===== config.mk =====
export PLATFORM = sky130hd
export DESIGN_NAME = tick_ctrl
export DESIGN_NICKNAME = d
export VERILOG_FILES = /design/src/rtl/tick_ctrl.sv
export SDC_FILE = /design/constraint.sdc
export NUM_CORES = 1
export LEC_CHECK = 0
export CAP_MARGIN = 20
export CORE_AREA = 2 2 83 85
export CTS_BUF_LIST = sky130_fd_sc_hd__clkbuf_8 sky130_fd_sc_hd__clkbuf_16
export DETAILED_ROUTE_END_ITERATION = 12
export DIE_AREA = 0 0 85 87
export DONT_BUFFER_PORTS = 1
export GPL_TIMING_DRIVEN = 0
export PLACE_DENSITY = 0.78
export SLEW_MARGIN = 20
export SYNTH_ARGS = -nofsm -noshare
export SYNTH_HDL_FRONTEND = slang
export SYNTH_SLANG_ARGS = --single-unit

===== constraint.sdc =====
create_clock -name CLOCK_50 -period 2.6 [get_ports CLOCK_50]
set_input_delay 0.26 -clock CLOCK_50 [delete_from_list [all_inputs] [get_ports CLOCK_50]]
set_output_delay 0.26 -clock CLOCK_50 [all_outputs]
set_load 0.03 [all_outputs]

===== src/rtl/tick_ctrl.sv =====
// Tick pacing stage for the HEX digit counters: switch-selected period,
// debounced run/pause and single-step keys, registered TICK/RUNNING.

module tick_ctrl_debounce #(
  parameter int unsigned DEB_CYCLES = 500_000
) (
  input  logic clk,
  input  logic rst,
  input  logic pin,
  output logic press
);

  localparam int unsigned CW = $clog2(DEB_CYCLES + 1);
  localparam logic [CW-1:0] LAST = CW'(DEB_CYCLES - 1);

  logic          s1;
  logic          s2;
  logic          level;
  logic          level_d;
  logic [CW-1:0] cnt;

  always_ff @(posedge clk) begin
    if (rst) begin
      s1      <= 1'b1;
      s2      <= 1'b1;
      level   <= 1'b1;
      level_d <= 1'b1;
      cnt     <= '0;
      press   <= 1'b0;
    end else begin
      s1      <= pin;
      s2      <= s1;
      level_d <= level;
      press   <= level_d & ~level;
      if (s2 != level) begin
        if (cnt == LAST) begin
          level <= s2;
          cnt   <= '0;
        end else begin
          cnt <= cnt + 1'b1;
        end
      end else begin
        cnt <= '0;
      end
    end
  end

endmodule

module tick_ctrl #(
  parameter int unsigned CLK_HZ       = 50_000_000,
  parameter int unsigned DEB_CYCLES   = 500_000,
  parameter bit          RUN_AT_RESET = 1'b1
) (
  input  logic       CLOCK_50,
  input  logic       RESET,
  input  logic [1:0] V_RATE,
  input  logic       V_KEY_RUN,
  input  logic       V_KEY_STEP,
  output logic       TICK,
  output logic       RUNNING
);

  localparam logic [31:0] P_HALF = 32'(CLK_HZ / 2);
  localparam logic [31:0] P_ONE  = 32'(CLK_HZ);
  localparam logic [31:0] P_TWO  = 32'(64'(CLK_HZ) * 2);
  localparam logic [31:0] P_SIX  = 32'(64'(CLK_HZ) * 6);

  typedef enum logic {
    S_PAUSE = 1'b0,
    S_RUN   = 1'b1
  } state_t;

  state_t      state_q;
  state_t      state_d;
  logic [31:0] div_q;
  logic [31:0] div_d;
  logic        tick_q;
  logic        tick_d;
  logic [1:0]  rate_s1;
  logic [1:0]  rate_s2;
  logic [1:0]  rate_prev;
  logic [31:0] period;
  logic        rate_chg;
  logic        run_ev;
  logic        step_ev;

  tick_ctrl_debounce #(.DEB_CYCLES(DEB_CYCLES)) u_run (
    .clk   (CLOCK_50),
    .rst   (RESET),
    .pin   (V_KEY_RUN),
    .press (run_ev)
  );

  tick_ctrl_debounce #(.DEB_CYCLES(DEB_CYCLES)) u_step (
    .clk   (CLOCK_50),
    .rst   (RESET),
    .pin   (V_KEY_STEP),
    .press (step_ev)
  );

  always_ff @(posedge CLOCK_50) begin
    if (RESET) begin
      rate_s1   <= 2'd0;
      rate_s2   <= 2'd0;
      rate_prev <= 2'd0;
    end else begin
      rate_s1   <= V_RATE;
      rate_s2   <= rate_s1;
      rate_prev <= rate_s2;
    end
  end

  assign rate_chg = (rate_s2 != rate_prev);

  always_comb begin
    period = P_HALF;
    unique case (rate_s2)
      2'd0: period = P_HALF;
      2'd1: period = P_ONE;
      2'd2: period = P_TWO;
      2'd3: period = P_SIX;
    endcase
  end

  always_ff @(posedge CLOCK_50) begin
    if (RESET) begin
      state_q <= RUN_AT_RESET ? S_RUN : S_PAUSE;
      div_q   <= '0;
      tick_q  <= 1'b0;
    end else begin
      state_q <= state_d;
      div_q   <= div_d;
      tick_q  <= tick_d;
    end
  end

  // A wrap in the same cycle as a pause still ticks; steps never
  // land directly behind another tick.
  always_comb begin
    state_d = state_q;
    div_d   = div_q;
    tick_d  = 1'b0;
    if (rate_chg) begin
      div_d = '0;
    end else if (state_q == S_RUN) begin
      if (div_q == period - 32'd1) begin
        div_d  = '0;
        tick_d = 1'b1;
      end else begin
        div_d = div_q + 32'd1;
      end
    end
    unique case (state_q)
      S_PAUSE: begin
        if (run_ev) begin
          state_d = S_RUN;
        end else if (step_ev && !tick_q) begin
          tick_d = 1'b1;
        end
      end
      S_RUN: begin
        if (run_ev) begin
          state_d = S_PAUSE;
        end
      end
    endcase
  end

  assign TICK    = tick_q;
  assign RUNNING = (state_q == S_RUN);

endmodule

==> results_dict.tcl <==
set metrics [dict create \
    vias 2947 \
    max_stage_delay_ns 0.53 \
    first_global_vias 2789 \
    cp_cell_sequence "buf_4 > and4_1 > nand4_1 > nor4_4 > nand3_1 > xor2_1 > nor2_1" \
    clk_pin_slew_ns 0.09 \
    core_area_um2 6570 \
    antenna_found_initial 0 \
    insertion_delay_ns 0.36 \
    hold_start "RESET" \
    syn_area_per_cell_um2 9.07 \
    ys_async_sr_fraction 0 \
    fin_hold_ws_ns 0.0146 \
    power_leakage_nw 1.43 \
    max_freq_mhz 442 \
    num_rows 30 \
    synth_ff_type "dfxtp_1" \
    syn_nets 443 \
    drt-pass1-iter-count 4 \
    maxCapViolCount 0 \
    final_layout_size_suffix_gt1_frac 0.139 \
    ir_drop_mv 0.371 \
    fin_ws_ns 0.337 \
    antenna_cells 0 \
    die_x_um 85 \
    dieArea_um2 7400 \
    cp_data_required_time_ns 2.84 \
    ant_nets 0 \
    cp_top_family "simple AND/OR/NAND/NOR gates" \
    endpoint_kind "flip-flop" \
    gr-total-overflow 0 \
    fin_nets 457 \
    yosysWarnings 0 \
    hold_path_depth 1 \
    syn_area_um2 3940 \
    crit_slowest_cell "dfxtp_1" \
    cp_max_fo 8 \
    fin_crit_ns 2.26 \
    placed_cells 514 \
    seq_area_frac_synth 0.448 \
    post_cts_buffers 0 \
    slew_viol_final 0 \
    gr-usage-all-layers 0.208 \
    initial_core_util 0.599 \
    cts_tree "done" \
    clock_skew_ns 0.0102 \
    worst-path-buf-inv 1 \
    setup_tns_ns 0 \
    grt_max_degree 15 \
    final_cell_mix "dfxtp_1, nor2_1, xor2_1" \
    r2r_start "RUNNING$_SDFF_PP1_" \
    viasPerCell 5.53 \
    p_per_area_nw_per_um2 560 \
    synth_edf_count 0 \
    yosys.cell_types.count 48 \
    cts-root-buf "clkbuf_8" \
    postCtsHoldBufs 3 \
    wl_per_cell_um 13.0 \
    total_power_mw 2.39 \
    drtIter0Drc 148 \
    cp-start-kind "flip-flop" \
    portBuffers 0 \
    grt_first_pass_wirelength_mm 12.4 \
    relSlewSlack 0.670 \
    num_io_pins 8 \
    cp.arrival_ns 2.51 \
    clockBufferDepth 2 \
    setup-violations-final 0 \
    cts.sinks 88 \
    hp-class "in -> reg" \
    die_y_um 87 \
    finalCritPeriodShare 0.871 \
    holdPathEnd "u_run.level_d$_SDFF_PP1_" \
    cts_resized 0 \
    r2r_cells 7 \
    crit_type "reg -> reg" \
    r2r_slack_ns 0.34 \
    final_cells 533 \
    hpwl_mm 4.87 \
    wirelength_mm 6.94 \
    preCtsSetupSlack_ns 0.354 \
    outcome "complete, no violations" \
    routabilityCongestion 0.855 \
    ys_seq_elements 88 \
    hold_violations 0 \
    cts_buffers 9 \
    cts_max_level 3 \
    drc 0 \
    final_common_cell "dfxtp_1" \
    timing.rr.end "div_q[29]$_SDFFE_PP0P_" \
    netlist_instances 434 \
    syn_to_final_growth_pct 8.30 \
    rsz0062_at_grt "false" \
    worstMarginPinSlew_ns 0.491 \
]
-- through the flow --
| stage | util | cell area (µm²) |
|---|---|---|
| 2_1_floorplan | - | 3940 |
| 4_1_cts | 0.649 | 4260 |
| 3_5_place_dp | 0.614 | 4040 |
| 5_1_grt | 0.649 | 4260 |
| 6_report | 0.649 | 4260 |
| 3_3_place_gp | 0.614 | 4040 |
-- layout make-up --
cell class	count	area [µm²]
clock buffers	10	138
well taps	80	100
inverters	10	37.5
flip-flops and latches	88	1760
repair buffers	3	30.0
fillers	539	2310
clock inverters	6	58.8
plain buffers	14	100
multi-input cells	322	2040
-- synthesized netlist by cell type, types with 9 or more instances --
cell type | number | area (µm²)
dfxtp_1 | 88 | 1760
inv_1 | 10 | 37.5
nand2_1 | 23 | 86.3
nand3_1 | 30 | 150
nand4_1 | 14 | 87.6
nor2_1 | 70 | 263
nor2_2 | 20 | 125
nor2b_1 | 10 | 62.6
nor3_1 | 11 | 55.1
or2_2 | 9 | 56.3
xnor2_1 | 28 | 245
xor2_1 | 42 | 368
-- how the worst max path moves through the flow --
stage / cells after the start / start / to
2_1_floorplan: 7 / RUNNING$_SDFF_PP1_ / div_q[27]$_SDFFE_PP0P_
3_3_place_gp: 7 / RUNNING$_SDFF_PP1_ / div_q[29]$_SDFFE_PP0P_
3_5_place_dp: 7 / RUNNING$_SDFF_PP1_ / div_q[29]$_SDFFE_PP0P_
4_1_cts: 7 / RUNNING$_SDFF_PP1_ / div_q[29]$_SDFFE_PP0P_
5_1_grt: 7 / RUNNING$_SDFF_PP1_ / div_q[18]$_SDFFE_PP0P_
6_report: 7 / RUNNING$_SDFF_PP1_ / div_q[29]$_SDFFE_PP0P_
-- worst reg2reg max path, delay by kind of cell, from the launching register on --
family        cells  cell delay (ns)
flops             1             0.53
buf+inv           1             0.24
xor+xnor          1             0.17
simple gates      5             1.20
-- registers in the layout, indices dropped and copies added (netlist names), 2 cells and up --
signal      flops
rate_s1         2
rate_prev       2
div_q          32
u_run.cnt      19
u_step.cnt     19
rate_s2         2
-- power breakdown --
group          total (mW)  internal (mW)  leakage (nW)  switching, mW
clock network       0.940          0.465         0.105          0.475
registers            1.37           1.36         0.711        0.00942
logic              0.0811         0.0356         0.609         0.0455
total                2.39           1.86          1.43          0.530
-- routing by layer --
layer	track usage	share of wire	vias up
met2	0.325	0.45	49
met4	0.107	0.025	0
met1	0.274	0.49	1398
met5	0	0	-
li1	-	-	1486
met3	0.0408	0.033	14
-- cells by family after synthesis --
logic type / count (synthesis) / share of synthesized area
flip-flops: 88 / 0.448
AND/OR/NAND/NOR: 227 / 0.307
XOR/XNOR: 70 / 0.156
multiplexers: 2 / 0.00541
adder cells (fa/ha/maj): 3 / 0.00954
buffers and inverters: 24 / 0.0350
AO/OA/AOI/OAI: 20 / 0.0401
(Power assumes the default switching activity.)
